**src/rtl/json_feedback_rx.sv**
```systemverilog
// rtl/json_feedback_rx.sv - UART 8N1 receiver and flat-JSON T/L/R feedback parser
//
// Purpose: deserialises bytes from the base-board UART link and parses
// newline-terminated objects like {"T":1001,"L":0.5,"R":-164}. It publishes
// the T, L and R fields as signed values scaled by 100.
//
// Ports:
//   clk        in   system clock
//   rst        in   asynchronous active-low reset
//   uart_in    in   serial line, idle high
//   t_val      out  last T value x100, signed
//   l_val      out  last L value x100, signed
//   r_val      out  last R value x100, signed
//   field_mask out  {T,L,R} present in the last accepted message
//   msg_valid  out  one-cycle pulse when the value outputs update
//   msg_err    out  one-cycle pulse when a message or frame is discarded
module json_feedback_rx #(
    parameter int CLKS_PER_BIT = 50_000_000 / 115_200,
    parameter int BITS_N       = 8,
    parameter int VAL_W        = 16
) (
    input  logic                    clk,
    input  logic                    rst,
    input  logic                    uart_in,
    output logic signed [VAL_W-1:0] t_val,
    output logic signed [VAL_W-1:0] l_val,
    output logic signed [VAL_W-1:0] r_val,
    output logic [2:0]              field_mask,
    output logic                    msg_valid,
    output logic                    msg_err
);

    localparam int CNT_W = $clog2(CLKS_PER_BIT + 1);
    localparam int BIT_W = $clog2(BITS_N + 1);
    localparam int HALF  = CLKS_PER_BIT / 2;
    localparam int ACC_W = VAL_W + 8;

    localparam logic [63:0]      MAXV64  = (64'd1 << (VAL_W - 1)) - 64'd1;
    localparam logic [ACC_W-1:0] MAXV    = ACC_W'(MAXV64);
    // Largest integer part whose x100 still fits; anything above is pinned
    // one past it so the final clamp always fires.
    localparam logic [ACC_W-1:0] INT_LIM = ACC_W'(MAXV64 / 64'd100);
    localparam logic [ACC_W-1:0] INT_SAT = INT_LIM + ACC_W'(1);

    localparam logic [7:0] CH_LBRACE = 8'h7B;
    localparam logic [7:0] CH_RBRACE = 8'h7D;
    localparam logic [7:0] CH_QUOTE  = 8'h22;
    localparam logic [7:0] CH_COLON  = 8'h3A;
    localparam logic [7:0] CH_COMMA  = 8'h2C;
    localparam logic [7:0] CH_MINUS  = 8'h2D;
    localparam logic [7:0] CH_DOT    = 8'h2E;
    localparam logic [7:0] CH_SPACE  = 8'h20;
    localparam logic [7:0] CH_LF     = 8'h0A;
    localparam logic [7:0] CH_CR     = 8'h0D;

    // ---------------- UART receiver ----------------
    typedef enum logic [1:0] {RX_IDLE, RX_START, RX_DATA, RX_STOP} rx_state_e;

    rx_state_e         rx_state_q, rx_state_d;
    logic [CNT_W-1:0]  cnt_q, cnt_d;
    logic [BIT_W-1:0]  bit_q, bit_d;
    logic [BITS_N-1:0] shift_q, shift_d;
    logic              sync1_q, sync2_q, prev_q;
    logic              byte_stb, frame_err;
    logic [7:0]        rx_byte;

    always_ff @(posedge clk or negedge rst) begin
        if (!rst) begin
            sync1_q    <= 1'b1;
            sync2_q    <= 1'b1;
            prev_q     <= 1'b1;
            rx_state_q <= RX_IDLE;
            cnt_q      <= '0;
            bit_q      <= '0;
            shift_q    <= '0;
        end else begin
            sync1_q    <= uart_in;
            sync2_q    <= sync1_q;
            prev_q     <= sync2_q;
            rx_state_q <= rx_state_d;
            cnt_q      <= cnt_d;
            bit_q      <= bit_d;
            shift_q    <= shift_d;
        end
    end

    always_comb begin
        rx_state_d = rx_state_q;
        cnt_d      = cnt_q;
        bit_d      = bit_q;
        shift_d    = shift_q;
        byte_stb   = 1'b0;
        frame_err  = 1'b0;
        case (rx_state_q)
            RX_IDLE: begin
                if (prev_q && !sync2_q) begin
                    rx_state_d = RX_START;
                    cnt_d      = '0;
                end
            end
            RX_START: begin
                if (cnt_q == CNT_W'(HALF - 1)) begin
                    cnt_d = '0;
                    bit_d = '0;
                    // A start bit that has gone high again was a glitch.
                    rx_state_d = sync2_q ? RX_IDLE : RX_DATA;
                end else begin
                    cnt_d = cnt_q + CNT_W'(1);
                end
            end
            RX_DATA: begin
                if (cnt_q == CNT_W'(CLKS_PER_BIT - 1)) begin
                    cnt_d   = '0;
                    shift_d = {sync2_q, shift_q[BITS_N-1:1]};
                    if (bit_q == BIT_W'(BITS_N - 1)) begin
                        rx_state_d = RX_STOP;
                    end else begin
                        bit_d = bit_q + BIT_W'(1);
                    end
                end else begin
                    cnt_d = cnt_q + CNT_W'(1);
                end
            end
            RX_STOP: begin
                if (cnt_q == CNT_W'(CLKS_PER_BIT - 1)) begin
                    // Back to idle mid stop bit so the next start edge is caught.
                    cnt_d      = '0;
                    rx_state_d = RX_IDLE;
                    byte_stb   = sync2_q;
                    frame_err  = !sync2_q;
                end else begin
                    cnt_d = cnt_q + CNT_W'(1);
                end
            end
            default: rx_state_d = RX_IDLE;
        endcase
    end

    assign rx_byte = 8'(shift_q);

    // ---------------- JSON parser ----------------
    typedef enum logic [3:0] {
        P_IDLE, P_KQ1, P_KEY, P_KQ2, P_COLON, P_VSTART, P_VINT, P_VFRAC, P_NL, P_ERR
    } p_state_e;

    p_state_e                p_state_q, p_state_d;
    logic [ACC_W-1:0]        int_q, int_d;
    logic [6:0]              frac_q, frac_d;
    logic [1:0]              fdig_q, fdig_d;
    logic                    neg_q, neg_d;
    logic [7:0]              key_q, key_d;
    logic signed [VAL_W-1:0] t_s_q, t_s_d, l_s_q, l_s_d, r_s_q, r_s_d;
    logic [2:0]              mask_s_q, mask_s_d;
    logic                    valid_d, perr, commit, clear_val, clear_msg;
    logic                    is_dig;
    logic [3:0]              dig_v;
    logic [ACC_W-1:0]        int_mul, int_acc, mag, mag_c;
    logic [VAL_W-1:0]        commit_val;

    assign is_dig  = (rx_byte >= 8'h30) && (rx_byte <= 8'h39);
    assign dig_v   = rx_byte[3:0];
    assign int_mul = (int_q * ACC_W'(10)) + ACC_W'(dig_v);
    assign int_acc = (int_mul > INT_LIM) ? INT_SAT : int_mul;
    assign mag     = (int_q * ACC_W'(100)) + ACC_W'(frac_q);
    assign mag_c   = (mag > MAXV) ? MAXV : mag;
    assign commit_val = VAL_W'(neg_q ? (~mag_c + ACC_W'(1)) : mag_c);

    always_comb begin
        p_state_d = p_state_q;
        int_d     = int_q;
        frac_d    = frac_q;
        fdig_d    = fdig_q;
        neg_d     = neg_q;
        key_d     = key_q;
        t_s_d     = t_s_q;
        l_s_d     = l_s_q;
        r_s_d     = r_s_q;
        mask_s_d  = mask_s_q;
        valid_d   = 1'b0;
        perr      = 1'b0;
        commit    = 1'b0;
        clear_val = 1'b0;
        clear_msg = 1'b0;

        if (frame_err) begin
            p_state_d = P_ERR;
        end else if (byte_stb && !(rx_byte == CH_SPACE && p_state_q != P_KEY)) begin
            case (p_state_q)
                P_IDLE: begin
                    if (rx_byte == CH_LBRACE) begin
                        clear_msg = 1'b1;
                        p_state_d = P_KQ1;
                    end
                end
                P_KQ1: begin
                    if (rx_byte == CH_QUOTE) p_state_d = P_KEY;
                    else perr = 1'b1;
                end
                P_KEY: begin
                    key_d     = rx_byte;
                    p_state_d = P_KQ2;
                end
                P_KQ2: begin
                    if (rx_byte == CH_QUOTE) p_state_d = P_COLON;
                    else perr = 1'b1;
                end
                P_COLON: begin
                    if (rx_byte == CH_COLON) p_state_d = P_VSTART;
                    else perr = 1'b1;
                end
                P_VSTART: begin
                    if (rx_byte == CH_MINUS) begin
                        neg_d = 1'b1;
                    end else if (is_dig) begin
                        int_d     = int_acc;
                        p_state_d = P_VINT;
                    end else begin
                        perr = 1'b1;
                    end
                end
                P_VINT, P_VFRAC: begin
                    if (is_dig) begin
                        if (p_state_q == P_VINT) begin
                            int_d = int_acc;
                        end else if (fdig_q == 2'd0) begin
                            frac_d = 7'(dig_v) * 7'd10;
                            fdig_d = 2'd1;
                        end else if (fdig_q == 2'd1) begin
                            frac_d = frac_q + 7'(dig_v);
                            fdig_d = 2'd2;
                        end
                    end else if (rx_byte == CH_DOT && p_state_q == P_VINT) begin
                        p_state_d = P_VFRAC;
                    end else if (rx_byte == CH_COMMA) begin
                        commit    = 1'b1;
                        p_state_d = P_KQ1;
                    end else if (rx_byte == CH_RBRACE) begin
                        commit    = 1'b1;
                        p_state_d = P_NL;
                    end else begin
                        perr = 1'b1;
                    end
                end
                P_NL: begin
                    if (rx_byte == CH_LF) begin
                        valid_d   = 1'b1;
                        p_state_d = P_IDLE;
                    end else if (rx_byte != CH_CR) begin
                        perr = 1'b1;
                    end
                end
                P_ERR: begin
                    if (rx_byte == CH_LF) begin
                        p_state_d = P_IDLE;
                    end else if (rx_byte == CH_LBRACE) begin
                        clear_msg = 1'b1;
                        p_state_d = P_KQ1;
                    end
                end
                default: p_state_d = P_IDLE;
            endcase
        end

        if (perr) p_state_d = P_ERR;

        // Unknown keys fall through here without touching staging.
        if (commit) begin
            clear_val = 1'b1;
            case (key_q)
                8'h54: begin t_s_d = commit_val; mask_s_d[2] = 1'b1; end
                8'h4C: begin l_s_d = commit_val; mask_s_d[1] = 1'b1; end
                8'h52: begin r_s_d = commit_val; mask_s_d[0] = 1'b1; end
                default: ;
            endcase
        end

        if (clear_msg) begin
            clear_val = 1'b1;
            mask_s_d  = 3'b000;
        end

        if (clear_val) begin
            int_d  = '0;
            frac_d = '0;
            fdig_d = '0;
            neg_d  = 1'b0;
        end
    end

    always_ff @(posedge clk or negedge rst) begin
        if (!rst) begin
            p_state_q  <= P_IDLE;
            int_q      <= '0;
            frac_q     <= '0;
            fdig_q     <= '0;
            neg_q      <= 1'b0;
            key_q      <= '0;
            t_s_q      <= '0;
            l_s_q      <= '0;
            r_s_q      <= '0;
            mask_s_q   <= '0;
            t_val      <= '0;
            l_val      <= '0;
            r_val      <= '0;
            field_mask <= '0;
            msg_valid  <= 1'b0;
            msg_err    <= 1'b0;
        end else begin
            p_state_q <= p_state_d;
            int_q     <= int_d;
            frac_q    <= frac_d;
            fdig_q    <= fdig_d;
            neg_q     <= neg_d;
            key_q     <= key_d;
            t_s_q     <= t_s_d;
            l_s_q     <= l_s_d;
            r_s_q     <= r_s_d;
            mask_s_q  <= mask_s_d;
            msg_valid <= valid_d;
            msg_err   <= perr | frame_err;
            if (valid_d) begin
                // Absent fields keep their last published value.
                field_mask <= mask_s_q;
                if (mask_s_q[2]) t_val <= t_s_q;
                if (mask_s_q[1]) l_val <= l_s_q;
                if (mask_s_q[0]) r_val <= r_s_q;
            end
        end
    end

endmodule
```
**config.mk**
```make
export PLATFORM = sky130hd
export DESIGN_NAME = json_feedback_rx
export DESIGN_NICKNAME = d
export VERILOG_FILES = /design/src/rtl/json_feedback_rx.sv
export SDC_FILE = /design/constraint.sdc
export NUM_CORES = 1
export LEC_CHECK = 0
export ABC_AREA = 1
export BUFFER_PORTS_ARGS = -buffer_cell sky130_fd_sc_hd__buf_4
export CAP_MARGIN = 25
export CELL_PAD_IN_SITES_DETAIL_PLACEMENT = 1
export CELL_PAD_IN_SITES_GLOBAL_PLACEMENT = 1
export CORE_ASPECT_RATIO = 1.5
export CORE_MARGIN = 3
export CORE_UTILIZATION = 41
export CTS_CLUSTER_DIAMETER = 40
export DETAILED_ROUTE_END_ITERATION = 8
export PLACE_DENSITY_LB_ADDON = 0.1
export SETUP_SLACK_MARGIN = 0.15
export SLEW_MARGIN = 10
export SYNTH_ARGS = -nofsm -noshare
export SYNTH_HDL_FRONTEND = slang
export SYNTH_SLANG_ARGS = --single-unit
```
**constraint.sdc**
```tcl
create_clock -name clk -period 5.1 [get_ports clk]
set_input_delay 0.765 -clock clk [delete_from_list [all_inputs] [get_ports clk]]
set_output_delay 0.765 -clock clk [all_outputs]
set_load 0.02 [all_outputs]
```
Word-level counts from Yosys, hierarchy flattened
Cells that the tools add are included.
{"block": "word_totals", "register_bits": 176, "output_inout_bits": 53, "elab_cells": 237, "inputBits": 3}
{"block": "op_classes", "n_lt_le_gt_ge": 4, "addsub": 6, "n_mul": 3, "eq_ne": 50, "mux": 103, "n_bitwise": 3, "reduce_logical": 43}
{"operator": "24-bit 2-to-1 mux", "n": 8}
{"operator": "4-bit 2-to-1 mux", "n": 18}
{"operator": "7-bit 2-to-1 mux", "n": 8}
{"operator": "8-bit by 6-bit == test with 1-bit output (second input constant)", "n": 6}
{"operator": "24-bit one-hot mux with 2 select lines", "n": 1}
{"operator": "1-bit 2-to-1 mux", "n": 41}
{"operator": "8-bit by 7-bit == test with 1-bit output (second input constant)", "n": 5}
{"operator": "4-bit one-hot mux with 9 select lines", "n": 1}
{"operator": "16-bit 2-to-1 mux", "n": 2}
{"operator": "2-bit 2-to-1 mux", "n": 14}
{"operator": "4-bit != test (second input constant)", "n": 7}
{"operator": "9-bit 2-to-1 mux", "n": 3}
{"operator": "9-bit one-hot mux with 3 select lines", "n": 1}
{"operator": "24-bit by 4-bit adder with 24-bit output", "n": 1}
{"operator": "24-bit by 7-bit adder with 24-bit output", "n": 1}
{"operator": "24-bit by 15-bit greater-than comparator with 1-bit output (second input constant)", "n": 1}
{"operator": "24-bit by 9-bit greater-than comparator with 1-bit output (second input constant)", "n": 1}
{"operator": "24-bit by 3-bit multiplier with 23-bit output (second input constant)", "n": 1}
{"operator": "24-bit by 5-bit multiplier with 22-bit output (second input constant)", "n": 1}
{"operator": "4-bit by 3-bit == test with 1-bit output (second input constant)", "n": 5}
{"operator": "2-bit AND reduction", "n": 10}
{"operator": "2-bit nonzero test", "n": 10}
{"operator": "16-bit by 1-bit adder with 16-bit output (second input constant)", "n": 1}
{"operator": "16-bit inverter", "n": 1}
{"operator": "other kinds (39)", "n": 64}

Logic depth before layout (Yosys ltp)
{"block": "depth", "ltp_word": 12, "depth_mapped": 34, "mapped_depth_nobuf": 33}

Worst setup path after synthesis
Ideal clock, no wire load.
{"block": "synth_timing", "path_kind": "reg-to-reg", "start": "register int_q[1]", "end": "register l_s_q[14]", "path_stages_with_launch": 26, "synth_period_minus_slack_ps": 4523, "n_path_buf": 0, "setup_slack_ps": 577, "t_arrival_ps": 4405, "required_time_ps": 4982, "setup_ps": 118, "path_cell_list": "dfrtp_1 > ha_1 > ha_1 > ha_1 > inv_1 > fa_1 > or2_2 > nand3_1 > nand2_1 > nor2_2 > nand4_1 > nor2_1 > nand2_1 > nand2_1 > nand3_1 > nor2_4 > nand2_4 > nor2_1 > ha_1 > nand2_1 > nor2_1 > nand3_2 > nand2_4 > nand4_1 > nand3_1 > nand2_1"}
{"block": "synth_via", "elab_chain_len": 7}
{"element": "start: declaration", "line_no": "147", "source": "logic [ACC_W-1:0] int_q, int_d;"}
{"element": "start signal: assignment", "line_no": "310", "source": "int_q <= int_d;"}
{"element": "24-bit by 5-bit multiplier with 22-bit output (*)", "line_no": "164", "source": "assign mag = (int_q * ACC_W'(100)) + ACC_W'(frac_q);"}
{"element": "24-bit by 7-bit adder with 24-bit output (*)", "line_no": "164"}
{"element": "24-bit by 15-bit greater-than comparator with 1-bit output", "line_no": "165", "source": "assign mag_c = (mag > MAXV) ? MAXV : mag;"}
{"element": "16-bit 2-to-1 mux (*)", "line_no": "165"}
{"element": "16-bit inverter", "line_no": "166", "source": "assign commit_val = VAL_W'(neg_q ? (~mag_c + ACC_W'(1)) : mag_c);"}
{"element": "16-bit by 1-bit adder with 16-bit output", "line_no": "166"}
{"element": "16-bit 2-to-1 mux (*)", "line_no": "166"}
{"element": "end signal: assignment", "line_no": "316", "source": "l_s_q <= l_s_d;"}
{"element": "end: declaration", "line_no": "152", "source": "logic signed [VAL_W-1:0] t_s_q, t_s_d, l_s_q, l_s_d, r_s_q, r_s_d;"}
Mark *: on every way between the ends. The rest lies on a longest branch, timed or not.
A chain may end at the register's enable or synchronous reset.

Worst setup path after layout
{"block": "layout_timing", "start": "register int_q[5]", "end": "register r_s_q[8]"}
{"block": "layout_via", "elab_chain_len": 7}
{"element": "24-bit by 5-bit multiplier with 22-bit output (*)", "line_no": "164"}
{"element": "24-bit by 7-bit adder with 24-bit output (*)", "line_no": "164"}
{"element": "24-bit by 15-bit greater-than comparator with 1-bit output", "line_no": "165"}
{"element": "16-bit 2-to-1 mux (*)", "line_no": "165"}
{"element": "16-bit inverter", "line_no": "166"}
{"element": "16-bit by 1-bit adder with 16-bit output", "line_no": "166"}
{"element": "16-bit 2-to-1 mux (*)", "line_no": "166"}
{"element": "end signal: assignment", "line_no": "317", "source": "r_s_q <= r_s_d;"}
{"element": "end: declaration", "line_no": "152"}
Marked as above.

==> results.md <==
* Crit Path Class: reg2reg
* Crit Path Max Fanout at 6
* Worst path most repeated cell: nand2_1
* Slew margin rel. at 34.86%
* Height of the die at 222.5 microns
* CTS tree: built
* H-tree depth at 4
* TritonRoute pass-1 iters at 4
* Yosys top cell area share at 33.58%
* Combinational share of power at 7.6%
* # diodes at 0
* Post-cts hold buffer count at 0
* WL met3 at 667 microns
* Synth top area cells: dfrtp_1 34%, nand2_1 12%, ha_1 11%, inv_1 7.1%, nand3_1 5.6%
* Initial antenna violation count at 0
* Num ports at 56
* Initial Utilization at 41.96%
* Clk_lat worst skew at 0.45 ns
* Clk slew on worst S/H paths at 0.07 ns
* Die Area at 33,460 sq um
* Clk pwr share at 43.5%
* Final nets at 1,906
* Synth unique cells at 52
* Post-route ant nets at 0
* Sequential share of the synthesized area at 34.20%
* Switching power at 791.4 uW
* Seq cells post-synth at 175
* Worst Path Required at 5.46 ns
* Final setup fails at 0
* Highest Signal Layer: met4
* Max Fclk at 0.2115 GHz
* Overflow after GRT at 0
* Clock skew at 0.01260 ns
* Routed wire length at 36.37 mm
* Peak supply drop at 0.2145 mV
* Crit path DAT at 5.09 ns
* CTS Root Cell: clkbuf_16
* Synthesized instance count at 1,676
* Sw frac at 26.54%
* 1st-iter DRT viols at 322
* Total power at 2982 uW
* Worst path buffer plus inverter count at 2
* Syn_nets at 1,812
* Area grow syn2layout at 16.98%
* Crit start category: register
* Slew Limit Fails at 0
* Synth async-reset ratio at 100.0%
* First-pass GRT wire length at 59.69 mm
* CP endpoint kind: register
* Post-DP Area at 13,790 sq um
* EDFF count, synth at 0
* Pleak at 0.008042 uW
* Max Cap Viol at 0
* Final hold violation count at 0
* CP max stage delay at 0.58 ns
* PwrDens at 198.9 nW/um^2
* Netlist Area Pre-Place at 12,820 sq um
* Crit path time final at 4.729 ns
* RD Place Congestion at 0.8743
* Hpwl dp at 28.58 mm
* Worst Max-Slew Pin Slew at 0.9771 ns
* # rows at 78
* Filler cells at 3,770
* Residual DRC count at 0
* Post-route cell area at 14,990 sq um
* Sequential share of power at 48.9%
* P_int at 2191 uW
* Maximum root-to-sink buffer count at 2
* Inserted Clock Buffers at 17
* RSZ-0062 raised after global routing: no
* Metal2 WL at 20.39 mm
* CP max stage cell: fa_1
* Status: completed
* Synth warn at 0
* Synth area leader: dfrtp_1
* Layout cells sized above 1 at 17.50%
* Delay-heaviest family, CP: simple AND/OR/NAND/NOR gates
* IO Port Bufs at 55
* Vias in the first global route at 12,140
* Syn_area_per_cell at 7.647 sq um
* Core area at 30,550 sq um
* Final Cycle Share at 92.72%
* Count leader, synth: nand2_1
* Via count at 11,350
* Chip width at 150.4 microns
* Synth cell count leaders: 412 x nand2_1, 243 x inv_1, 172 x dfrtp_1
* DRT met1 WL at 14.25 mm
* Largest net degree at the start of global routing at 176
* Clock sink count at 175
* GR Util All Layers at 21.93%
* Vias per cell at 5.201
* Main flop type after synthesis: dfrtp_1
* Hold Crit Class: reg2reg
* Drt wl/cell at 16.66 microns
[final cells by class]
type	count	area [sq um]	area share, %
flip-flops and latches	175	4394	29.31
well taps	400	500.5	3.338
clock buffers	20	446.7	2.979
clock inverters	12	125.1	0.8346
inverters	254	955.9	6.376
multi-input cells	1229	7855	52.40
repair buffers	93	714.4	4.765
[kinds of logic after synthesis]
logic type	synth area share, %
adder cells (fa/ha/maj)	14.21
multiplexers	3.251
AO/OA/AOI/OAI	8.474
buffers and inverters	8.064
AND/OR/NAND/NOR	27.98
flip-flops	34.20
XOR/XNOR	3.817
[power groups by stage]
stage          Clock (uW)  Combinational (uW)  Sequential [uW]
2_1_floorplan           0                 156             1470
3_3_place_gp            0                 218             1480
3_5_place_dp            0                 227             1480
4_1_cts              1330                 228             1460
5_1_grt              1390                 262             1460
6_report             1300                 225             1460
[layer usage]
layer	up-vias	global-route usage, %
met2	127	42.76
met1	5518	23.86
met5	-	0
met3	61	2.612
li1	5648	-
met4	0	7.297
[final timing paths]
path | slack [ns] | from | end | cells past startpoint
worst min register to register | 0.36 | sync1_q$_DFF_PN1_ | sync2_q$_DFF_PN1_ | 0
worst max register to register | 0.37 | int_q[5]$_DFFE_PN0P_ | r_s_q[8]$_DFFE_PN0P_ | 27
min in group asynchronous | 0.45 | rst | t_s_q[2]$_DFFE_PN0P_ | 2
worst max-delay path | 0.37 | int_q[5]$_DFFE_PN0P_ | r_s_q[8]$_DFFE_PN0P_ | 27
max in group asynchronous | 3.84 | rst | int_q[11]$_DFFE_PN0P_ | 2
worst min-delay path | 0.36 | sync1_q$_DFF_PN1_ | sync2_q$_DFF_PN1_ | 0
[cells in the final DEF, fill, tap and decap left out, types with 11 or more instances in the layout]
cell,instances
nand2_1,386
clkbuf_16,17
o21ai_0,79
nand3_2,11
xnor2_1,23
xor2_1,31
o21ai_1,22
fa_1,20
a21oi_1,42
nor2_2,16
nand4_1,35
nand2_4,11
buf_4,91
nor2_4,17
nor2_1,119
ha_1,98
nor3_1,23
nand2_2,34
mux2_2,37
dfrtp_1,163
inv_2,11
inv_1,239
nand3_1,137
[through the flow]
stage                     utilization (%)  setup TNS, ns  cells  hold WS, ns  setup slack [ns]
final                               49.08              0   2183       0.3579            0.3715
after global routing                49.08              0   2183       0.3664           0.03932
after CTS                           47.28              0   2162       0.3617            0.1402
after detailed placement            45.15      -0.002217   2130       0.3478         -0.002217
after global placement              45.15              0   2130       0.3473            0.2023
after floorplan                         -              0   1676       0.3452            0.5768
[what timing repair did]
item / in CTS / in global routing
setup endpoints to repair: 31 / 42
pin swaps: 4 / 35
resized for setup: 26 / 96
buffers inserted: 0 / 21
[flip-flops by register name, summed over array words and instances, names as in the netlist, 2 cells and up, named ones only]
name,count
bit_q,4
cnt_q,9
fdig_q,2
field_mask,3
frac_q,7
int_q,23
key_q,8
l_s_q,16
l_val,16
mask_s_q,3
p_state_q,4
r_s_q,16
r_val,16
rx_byte,8
t_s_q,16
t_val,16
No activity file was read; power rests on OpenSTA's default activity.
